File: src/rtl/bridge_pkg.sv
// Shared definitions for the SRAM-like to AXI bridge: FSM encodings, AXI IDs
// and fixed burst/size helpers.
package bridge_pkg;

  typedef enum logic {
    AR_IDLE = 1'b0,
    AR_SEND = 1'b1
  } ar_state_t;

  typedef enum logic [1:0] {
    W_IDLE = 2'd0,
    W_SEND = 2'd1,
    W_RESP = 2'd2
  } w_state_t;

  localparam logic [3:0] ID_INST    = 4'd0;
  localparam logic [3:0] ID_DATA    = 4'd1;
  localparam logic [1:0] BURST_INCR = 2'b01;
  localparam logic [7:0] LEN_SINGLE = 8'd0;

  // SRAM size code (bytes = 1 << size) maps directly onto AXI size.
  function automatic logic [2:0] axi_size(input logic [1:0] size);
    return {1'b0, size};
  endfunction

endpackage

File: src/rtl/bridge_wr_ctrl.sv
// Write path of the bridge: W FSM driving AW/W and consuming B.
// With BRIDGE_POSTED_WRITE_EN defined, the CPU is acknowledged once AW and W complete.
module bridge_wr_ctrl
  import bridge_pkg::*;
(
  input  logic        clk,
  input  logic        resetn,
  input  logic        accept,
  input  logic [31:0] req_addr,
  input  logic [31:0] req_wdata,
  input  logic [3:0]  req_wstrb,
  input  logic [1:0]  req_size,
  output logic [31:0] awaddr,
  output logic [2:0]  awsize,
  output logic        awvalid,
  input  logic        awready,
  output logic [31:0] wdata,
  output logic [3:0]  wstrb,
  output logic        wvalid,
  input  logic        wready,
  input  logic        bvalid,
  output logic        w_idle,
  output logic        wr_data_ok,
  output logic [1:0]  w_state_dbg
);

  w_state_t w_state;
  logic     aw_done;
  logic     w_done;
  logic     send_done;

  // A channel counts as done once its valid has dropped or is handshaking now.
  assign aw_done     = !awvalid || awready;
  assign w_done      = !wvalid || wready;
  assign send_done   = (w_state == W_SEND) && aw_done && w_done;
  assign w_idle      = (w_state == W_IDLE);
  assign w_state_dbg = w_state;

`ifdef BRIDGE_POSTED_WRITE_EN
  assign wr_data_ok = send_done;
`else
  assign wr_data_ok = (w_state == W_RESP) && bvalid;
`endif

  always_ff @(posedge clk) begin
    if (!resetn) begin
      w_state <= W_IDLE;
      awvalid <= 1'b0;
      wvalid  <= 1'b0;
      awaddr  <= '0;
      awsize  <= '0;
      wdata   <= '0;
      wstrb   <= '0;
    end else begin
      case (w_state)
        W_IDLE: begin
          if (accept) begin
            awaddr  <= req_addr;
            awsize  <= axi_size(req_size);
            wdata   <= req_wdata;
            wstrb   <= req_wstrb;
            awvalid <= 1'b1;
            wvalid  <= 1'b1;
            w_state <= W_SEND;
          end
        end
        W_SEND: begin
          if (awvalid && awready) awvalid <= 1'b0;
          if (wvalid && wready)   wvalid  <= 1'b0;
          if (send_done)          w_state <= W_RESP;
        end
        W_RESP: begin
          if (bvalid) w_state <= W_IDLE;
        end
        default: w_state <= W_IDLE;
      endcase
    end
  end

endmodule

File: src/rtl/sram_axi_bridge.sv
// Bridges the CPU's SRAM-like inst/data ports onto one AXI master; AR arbitration
// and R routing live here, writes in bridge_wr_ctrl. Option: BRIDGE_POSTED_WRITE_EN.
module sram_axi_bridge
  import bridge_pkg::*;
(
  input  logic        clk,
  input  logic        resetn,
  input  logic        inst_sram_req,
  input  logic        inst_sram_wr,
  input  logic [1:0]  inst_sram_size,
  input  logic [3:0]  inst_sram_wstrb,
  input  logic [31:0] inst_sram_addr,
  input  logic [31:0] inst_sram_wdata,
  output logic        inst_sram_addr_ok,
  output logic        inst_sram_data_ok,
  output logic [31:0] inst_sram_rdata,
  input  logic        data_sram_req,
  input  logic        data_sram_wr,
  input  logic [1:0]  data_sram_size,
  input  logic [3:0]  data_sram_wstrb,
  input  logic [31:0] data_sram_addr,
  input  logic [31:0] data_sram_wdata,
  output logic        data_sram_addr_ok,
  output logic        data_sram_data_ok,
  output logic [31:0] data_sram_rdata,
  output logic [3:0]  arid,
  output logic [31:0] araddr,
  output logic [7:0]  arlen,
  output logic [2:0]  arsize,
  output logic [1:0]  arburst,
  output logic [1:0]  arlock,
  output logic [3:0]  arcache,
  output logic [2:0]  arprot,
  output logic        arvalid,
  input  logic        arready,
  input  logic [3:0]  rid,
  input  logic [31:0] rdata,
  input  logic [1:0]  rresp,
  input  logic        rlast,
  input  logic        rvalid,
  output logic        rready,
  output logic [3:0]  awid,
  output logic [31:0] awaddr,
  output logic [7:0]  awlen,
  output logic [2:0]  awsize,
  output logic [1:0]  awburst,
  output logic [1:0]  awlock,
  output logic [3:0]  awcache,
  output logic [2:0]  awprot,
  output logic        awvalid,
  input  logic        awready,
  output logic [3:0]  wid,
  output logic [31:0] wdata,
  output logic [3:0]  wstrb,
  output logic        wlast,
  output logic        wvalid,
  input  logic        wready,
  input  logic [3:0]  bid,
  input  logic [1:0]  bresp,
  input  logic        bvalid,
  output logic        bready,
  output logic        ar_state_dbg,
  output logic [1:0]  w_state_dbg
);

  // Handshakes: an SRAM request is taken when req & addr_ok at a rising edge;
  // data_ok is a one-cycle response pulse. AXI channels transfer on valid & ready,
  // and a raised valid keeps its payload stable until that handshake.

  ar_state_t ar_state;
  logic      inst_rd_pend;
  logic      data_rd_pend;
  logic      w_idle;
  logic      wr_data_ok;
  logic      data_rd_ok;
  logic      data_rd_take;
  logic      data_wr_ok;
  logic      data_wr_take;
  logic      inst_take;
  logic      inst_rd_resp;
  logic      data_rd_resp;
  logic      unused_ok;

  assign arlen   = LEN_SINGLE;
  assign arburst = BURST_INCR;
  assign arlock  = 2'b00;
  assign arcache = 4'd0;
  assign arprot  = 3'd0;
  assign awid    = ID_DATA;
  assign awlen   = LEN_SINGLE;
  assign awburst = BURST_INCR;
  assign awlock  = 2'b00;
  assign awcache = 4'd0;
  assign awprot  = 3'd0;
  assign wid     = ID_DATA;
  assign wlast   = 1'b1;
  assign rready  = 1'b1;
  assign bready  = 1'b1;

  // Data reads wait for the write path to be idle; data wins AR over inst.
  assign data_rd_ok        = (ar_state == AR_IDLE) && w_idle && !data_rd_pend;
  assign data_rd_take      = data_sram_req && !data_sram_wr && data_rd_ok;
  assign data_wr_ok        = w_idle && !data_rd_pend;
  assign data_wr_take      = data_sram_req && data_sram_wr && data_wr_ok;
  assign data_sram_addr_ok = data_sram_wr ? data_wr_ok : data_rd_ok;
  assign inst_sram_addr_ok = (ar_state == AR_IDLE) && !inst_rd_pend && !data_rd_take;
  assign inst_take         = inst_sram_req && inst_sram_addr_ok;

  // Responses with no matching outstanding read (e.g. issued before reset) are dropped.
  assign inst_rd_resp      = rvalid && (rid == ID_INST) && inst_rd_pend;
  assign data_rd_resp      = rvalid && (rid == ID_DATA) && data_rd_pend;
  assign inst_sram_data_ok = inst_rd_resp;
  assign data_sram_data_ok = data_rd_resp || wr_data_ok;
  assign inst_sram_rdata   = rdata;
  assign data_sram_rdata   = rdata;
  assign ar_state_dbg      = ar_state;

  // The inst port is read-only and AXI error/last/id fields carry no meaning here.
  assign unused_ok = ^{inst_sram_wr, inst_sram_wstrb, inst_sram_wdata, rresp, rlast, bid, bresp};

  always_ff @(posedge clk) begin
    if (!resetn) begin
      ar_state     <= AR_IDLE;
      arvalid      <= 1'b0;
      arid         <= '0;
      araddr       <= '0;
      arsize       <= '0;
      inst_rd_pend <= 1'b0;
      data_rd_pend <= 1'b0;
    end else begin
      case (ar_state)
        AR_IDLE: begin
          if (data_rd_take) begin
            arid     <= ID_DATA;
            araddr   <= data_sram_addr;
            arsize   <= axi_size(data_sram_size);
            arvalid  <= 1'b1;
            ar_state <= AR_SEND;
          end else if (inst_take) begin
            arid     <= ID_INST;
            araddr   <= inst_sram_addr;
            arsize   <= axi_size(inst_sram_size);
            arvalid  <= 1'b1;
            ar_state <= AR_SEND;
          end
        end
        AR_SEND: begin
          if (arready) begin
            arvalid  <= 1'b0;
            ar_state <= AR_IDLE;
          end
        end
        default: ar_state <= AR_IDLE;
      endcase

      if (data_rd_take)      data_rd_pend <= 1'b1;
      else if (data_rd_resp) data_rd_pend <= 1'b0;
      if (inst_take)         inst_rd_pend <= 1'b1;
      else if (inst_rd_resp) inst_rd_pend <= 1'b0;
    end
  end

  bridge_wr_ctrl u_wr_ctrl (
    .clk         (clk),
    .resetn      (resetn),
    .accept      (data_wr_take),
    .req_addr    (data_sram_addr),
    .req_wdata   (data_sram_wdata),
    .req_wstrb   (data_sram_wstrb),
    .req_size    (data_sram_size),
    .awaddr      (awaddr),
    .awsize      (awsize),
    .awvalid     (awvalid),
    .awready     (awready),
    .wdata       (wdata),
    .wstrb       (wstrb),
    .wvalid      (wvalid),
    .wready      (wready),
    .bvalid      (bvalid),
    .w_idle      (w_idle),
    .wr_data_ok  (wr_data_ok),
    .w_state_dbg (w_state_dbg)
  );

endmodule
File: config.mk
export PLATFORM = sky130hd
export DESIGN_NAME = sram_axi_bridge
export DESIGN_NICKNAME = d
export VERILOG_FILES = /design/src/rtl/bridge_pkg.sv /design/src/rtl/bridge_wr_ctrl.sv /design/src/rtl/sram_axi_bridge.sv
export SDC_FILE = /design/constraint.sdc
export NUM_CORES = 1
export LEC_CHECK = 0
export ABC_AREA = 1
export BUFFER_PORTS_ARGS = -buffer_cell sky130_fd_sc_hd__buf_2
export CORE_AREA = 3 3 165 167
export DETAILED_ROUTE_END_ITERATION = 7
export DIE_AREA = 0 0 168 170
export HOLD_SLACK_MARGIN = 0.08
export SLEW_MARGIN = 20
export SYNTH_ARGS = -nofsm -noshare
export SYNTH_HDL_FRONTEND = slang
export SYNTH_SLANG_ARGS = --single-unit
File: constraint.sdc
create_clock -name clk -period 1.5 [get_ports clk]
set_clock_uncertainty 0.2 [all_clocks]
set_input_delay 0.075 -clock clk [delete_from_list [all_inputs] [get_ports clk]]
set_output_delay 0.075 -clock clk [all_outputs]
set_load 0.02 [all_outputs]
=== Yosys cells after proc, flatten, opt, wreduce, memory -nomap -nowiden ===
Cells that the tools add are included.

* Register bits after elaboration: 117
* Latch bits: 0
* Memory bits (writable): 0
* Memory bits (read-only): 0
* Bits of input ports: 196
* Output and inout bits: 233
* Word-level logic and storage cells: 93
* Memories kept: 0

* $add $sub $neg: 0
* Multiply operators: 0
* Div/mod/pow operators: 0
* Order comparisons: 0
* Eq/ne operators: 10
* Shifts and indexed selects: 0
* Muxes and demuxes: 28
* Bitwise operators: 1
* Reductions and logical operators: 40

{| class="wikitable"
|+ Operators by type and width
! operator !! number
|-
| 32-bit two-way mux || 2
|-
| 1-bit logical AND || 19
|-
| 1-bit two-way mux || 14
|-
| 3-bit AND reduction || 3
|-
| 4-bit two-way mux || 2
|-
| 2-bit inequality test (second input constant) || 4
|-
| 1-bit case mux with 2 select lines || 4
|-
| 2-bit nonzero test || 4
|-
| 1-bit zero test || 6
|-
| 2-bit two-way mux || 3
|-
| 3-bit two-way mux || 2
|-
| 2-bit case mux with 3 select lines || 1
|-
| 2-bit AND reduction || 3
|-
| 4-bit by 1-bit equality test with 1-bit output (second input constant) || 1
|-
| 4-bit zero test || 1
|-
| 2-bit by 1-bit inequality test with 1-bit output (second input constant) || 2
|-
| 1-bit logical OR || 3
|-
| 3-bit inequality test (second input constant) || 1
|-
| 2-bit by 1-bit equality test with 1-bit output (second input constant) || 1
|-
| 2-bit equality test (second input constant) || 1
|-
| 2-bit zero test || 1
|-
| 1-bit inverter || 1
|}

=== Longest topological paths before layout ===
* Depth after elaboration: 10
* Mapped depth: 10
* Gate-level depth less buffers: 8

=== Hierarchy ===
Synthesis repeated with hierarchy kept, for this count alone.

* Cell total of the unflattened synthesis: 836
* Area, all modules: 5893.2 um^2

{| class="wikitable"
|+ By module, submodules not included
! module !! times used !! cells each !! area an instance (um^2) !! seq. area each (um^2)
|-
| sram_axi_bridge || 1 || 499 || 3246.9 || 780.7
|-
| bridge_wr_ctrl || 1 || 337 || 2646.3 || 1481.4
|}

=== Least setup slack after synthesis ===
No wires, ideal clock.

* Kind: register to register
* From: reg u_wr_ctrl.w_state[1] (netlist: u_wr_ctrl.w_state_dbg[1])
* To: reg ar_state (netlist: ar_state_dbg)
* Library setup time: 0.113 ns
* Arrival: 1.275 ns
* Data required time: 1.187 ns
* Path slack: -0.088 ns
* Stages on the path, launching flop included: 9
* Clock period less this slack: 1.588 ns
* Path through: dfxtp_1 inv_2 nand2_1 nor2_4 nand2_2 buf_2 o21ai_0 o21ai_1 inv_1

* Longest elaborated chain between the ends: 10

{| class="wikitable"
|+ Ends and longest elaborated chain
! item !! line !! source
|-
| start: declaration || bridge_wr_ctrl.sv:27 || <nowiki>w_state_t w_state;</nowiki>
|-
| start signal: assignment || bridge_wr_ctrl.sv:47 || <nowiki>w_state <= W_IDLE;</nowiki>
|-
| start signal: assignment || bridge_wr_ctrl.sv:64 || <nowiki>w_state <= W_SEND;</nowiki>
|-
| start signal: assignment || bridge_wr_ctrl.sv:70 || <nowiki>if (send_done) w_state <= W_RESP;</nowiki>
|-
| 2-bit zero test * || bridge_wr_ctrl.sv:36 || <nowiki>assign w_idle = (w_state == W_IDLE);</nowiki>
|-
| 1-bit logical AND * (2 in a row) || sram_axi_bridge.sv:101 || <nowiki>assign data_rd_ok = (ar_state == AR_IDLE) && w_idle && !data_rd_pend;</nowiki>
|-
| 1-bit logical AND * || sram_axi_bridge.sv:102 || <nowiki>assign data_rd_take = data_sram_req && !data_sram_wr && data_rd_ok;</nowiki>
|-
| 1-bit zero test || sram_axi_bridge.sv:106 || <nowiki>assign inst_sram_addr_ok = (ar_state == AR_IDLE) && !inst_rd_pend && !data_rd_take;</nowiki>
|-
| 1-bit logical AND || sram_axi_bridge.sv:106 ||
|-
| 1-bit logical AND || sram_axi_bridge.sv:107 || <nowiki>assign inst_take = inst_sram_req && inst_sram_addr_ok;</nowiki>
|-
| 1-bit two-way mux || sram_axi_bridge.sv:139 || <nowiki>end else if (inst_take) begin</nowiki>
|-
| 1-bit two-way mux * || sram_axi_bridge.sv:133 || <nowiki>if (data_rd_take) begin</nowiki>
|-
| 1-bit case mux with 2 select lines * || sram_axi_bridge.sv:131 || <nowiki>case (ar_state)</nowiki>
|-
| end signal: assignment || sram_axi_bridge.sv:138 || <nowiki>ar_state <= AR_SEND;</nowiki>
|-
| end signal: assignment || sram_axi_bridge.sv:144 || <nowiki>ar_state <= AR_SEND;</nowiki>
|-
| end signal: assignment || sram_axi_bridge.sv:150 || <nowiki>ar_state <= AR_IDLE;</nowiki>
|-
| end: declaration || sram_axi_bridge.sv:70 || <nowiki>ar_state_t ar_state;</nowiki>
|}

Mark *: on every way between the ends. The rest lies on a longest branch, timed or not.
A chain may end at the register's enable or synchronous reset.

=== Worst setup path in the final report ===
* From: reg u_wr_ctrl.w_state[1] (netlist: u_wr_ctrl.w_state_dbg[1])
* To: reg u_wr_ctrl.wdata[20]

* Longest elaborated chain between the ends: 4

{| class="wikitable"
|+ Ends and longest elaborated chain
! item !! line !! source
|-
| 2-bit zero test * || bridge_wr_ctrl.sv:36, bridge_wr_ctrl.sv:55 ||
|-
| 1-bit logical AND || sram_axi_bridge.sv:103 || <nowiki>assign data_wr_ok = w_idle && !data_rd_pend;</nowiki>
|-
| 1-bit logical AND || sram_axi_bridge.sv:104 || <nowiki>assign data_wr_take = data_sram_req && data_sram_wr && data_wr_ok;</nowiki>
|-
| 2-bit AND reduction (no line) * || - ||
|-
| end signal: assignment || bridge_wr_ctrl.sv:60 || <nowiki>wdata <= req_wdata;</nowiki>
|-
| end: declaration || bridge_wr_ctrl.sv:17 || <nowiki>output logic [31:0] wdata,</nowiki>
|}

Marked as above.

==> results.txt <==
----------------------------------------------------
[Run status]
  Result of the run ... finished, violations left
  Violations in the final reports ... setup timing

[STA]
  RSZ-0062 raised after global routing ... yes
  Post-layout worst setup margin ... -0.200 ns
  Final clock period utilization by the worst path ... 1.13
  Count of endpoints failing setup in the final report ... 114
  Slew Viols, Final ... 0
  Shortest clock period the worst path allows after layout ... 1.70 ns
  Max Freq ... 588 MHz
  Final hold slack ... 0.0502 ns
  Hold Vio Cnt, Final ... 0

[Clock network]
  Clk sinks ... 113
  Worst skew pair latency ... 0.41 ns
  CTS Buf Count ... 17
  Post-CTS clock slew at the launch and capture registers of the worst setup and hold paths ... 0.06 ns
  CTS tree ... done
  Maximum number of buffers from clock root to sink ... 2
  Clock Root Buffer ... clkbuf_16
  H-Tree Level Count ... 4

[Power]
  Power per cell area ... 1140 nW/um^2
  Largest vdd supply drop ... 760 uV
  P_leak ... 4.94 nW

[Setup path]
  Highest cell delay on the worst timing path ... 0.34 ns
  Cell type of the slowest stage on the worst timing path ... dfxtp_2
  Maximum fanout count along the critical path ... 7
  Critical Path Start Type ... register
  Worst EP arrival ... 1.78 ns
  Flop2flop setup slack ... -0.20 ns
  Most numerous cell on the critical path ... buf_12
  Required @ worst endpoint ... 1.58 ns
  Critical Path Sink Type ... register
  Sequence of cells on the critical path ... inv_2, nand2_2, nor2_4, buf_6, nand3_4, buf_12, buf_8, buf_12, nand2_4, a21oi_2
  Path type of the worst setup path ... reg2reg

[Global route]
  Via count of the first global-routing pass ... 6828
  GRT Resource Usage Total ... 0.174
  Total gr overflow ... 0
  Number of antenna violations at the first check in global routing ... 0
  First-pass GRT wire length ... 39.0 mm
  Largest net degree at the start of global routing ... 73

[Layout]
  Area taken by multi-input logic gates ... 3050 um^2
  Sequential Area ... 2270 um^2
  Net count of the finished layout ... 1390
  P&R area growth vs syn ... 76.1%
  Fraction of layout instances using a drive strength above 1 ... 0.385
  Final-layout fill cell count ... 2536

[Yosys]
  Combined area of all synthesized cells ... 5960 um^2
  Synth Register Bits ... 113
  Count of unique library cells instantiated by Yosys ... 23
  Count of mapped cells out of synthesis ... 842
  Synth warn ... 0
  Mean area per synthesized cell ... 7.08 um^2
  Sequential area share after synthesis ... 0.379

[Floorplanning]
  Area enclosed by the die boundary ... 28600 um^2
  Die Y ... 170 um
  Initial core utilization ... 0.230
  Number of cell rows ... 59
  Area of the core region ... 25900 um^2
  Boundary Pins ... 429
  Die X-Extent ... 168 um

[Detailed routing]
  Routed len/inst ... 17.8 um
  Residual antenna-violating net count after detailed routing ... 0
  Iteration-0 DRC Markers ... 328
  Via count ... 6969
  Residual DRC count ... 0
  DRT Pass-1 Iters ... 5
  Mean number of vias per cell ... 4.52
  Aggregate routed wire length ... 27.5 mm

[Placement]
  Worst setup slack after placement ... -0.147 ns
  Final estimated routing congestion in global placement ... 0.838
  Detailed Place HPWL ... 15.1 mm
  # port buffers ... 232

[Hold path]
  Worst hold path type ... in2reg

[Run]
  Number of violations of the max-capacitance limit ... 0

----------------------------------------------------
kinds of logic after synthesis:
family                 synth area share
AO/OA/AOI/OAI                     0.119
buffers and inverters             0.230
flip-flops                        0.379
other                           0.00126
AND/OR/NAND/NOR                   0.271
per-stage QoR:
stage / instances / power, mW / instance area (um^2) / util / setup TNS [ns]
final: 1543 / 12.0 / 10500 / 0.405 / -12.87
after global placement: 1319 / 5.84 / 6940 / 0.268 / -11.29
after detailed placement: 1319 / 5.85 / 6940 / 0.268 / -11.96
after CTS: 1535 / 11.9 / 10300 / 0.396 / -13.75
after global routing: 1542 / 12.4 / 10500 / 0.405 / -22.65
after floorplan: 894 / 5.27 / 6160 / - / 0
state kept, by name (all words and copies together) (netlist names), 2 cells and up:
name / cells
araddr: 32
u_wr_ctrl.awaddr: 32
u_wr_ctrl.wdata: 32
u_wr_ctrl.wstrb: 4
arsize: 2
u_wr_ctrl.awsize: 2
u_wr_ctrl.w_state_dbg: 2
metal layers:
layer	GRT usage	vias up	routed length, um
li1	-	3294	-
met1	0.206	3277	10800
met2	0.310	345	14100
met3	0.0358	53	1850
met4	0.0637	0	679
met5	0	-	0
cell usage after synthesis (all sizes together):
library cell	number	area, um^2
dfxtp	113	2260
conb	2	7.51
buf	150	1060
a21oi	80	412
o32ai	1	8.76
nor2	81	319
nand4	71	444
nand2	217	817
clkinv	2	7.51
nand3	5	35.0
clkbuf	29	109
inv	51	191
o21ai	5	25.0
o211ai	35	263
power breakdown:
part	internal [mW]	switching, mW	leakage [nW]
clock network	3.29	1.55	0.336
logic	1.60	2.09	3.68
registers	3.27	0.174	0.929
final timing paths:
check | cells past startpoint | start | endpoint
min reg2reg | 2 | u_wr_ctrl.awaddr[20] | u_wr_ctrl.awaddr[20]
min | 4 | data_sram_wr | u_wr_ctrl.awaddr[15]
max | 10 | u_wr_ctrl.w_state_dbg[1] | u_wr_ctrl.wdata[20]
max reg2reg | 10 | u_wr_ctrl.w_state_dbg[1] | u_wr_ctrl.wdata[20]
final cells by class:
type / count / share of cell area
repair buffers: 459 / 0.368
multi-input cells: 550 / 0.291
flip-flops and latches: 113 / 0.216
clock buffers: 22 / 0.0461
well taps: 335 / 0.0399
inverters: 53 / 0.0194
clock inverters: 10 / 0.0193
diodes: 1 / 0.000238
cells in the final DEF (no fill, tap or decap), types with 4 or more instances in the layout:
| cell type | instances |
|---|---|
| buf_2 | 228 |
| nand2_1 | 151 |
| dlygate4sd3_1 | 146 |
| dfxtp_1 | 108 |
| nor2_1 | 73 |
| nand4_1 | 71 |
| conb_1 | 54 |
| inv_1 | 47 |
| a21oi_1 | 46 |
| nand2_2 | 35 |
| o211ai_1 | 35 |
| a21oi_2 | 33 |
| buf_4 | 31 |
| nand2_4 | 30 |
| clkbuf_16 | 22 |
| buf_12 | 21 |
| buf_6 | 15 |
| buf_16 | 10 |
| bufinv_16 | 6 |
| nor2_4 | 5 |
| inv_2 | 4 |
| dfxtp_2 | 4 |
| clkbuf_8 | 4 |
worst max-delay path: cells and delay by family (launching register included):
kind            cells  cell delay (ns)
buf+inv             5             0.63
flops               1             0.34
simple gates        4             0.32
compound gates      1             0.05
what timing repair did:
item / in CTS / in global routing
pin swaps: 36 / 25
resized for setup: 141 / 63
setup buffers: 23 / 8
gates cloned: 16 / 8
hold endpoints to repair: 176 / 15
hold buffers: 146 / 1
setup endpoints to repair: 113 / 115
(Power assumes the default switching activity.)
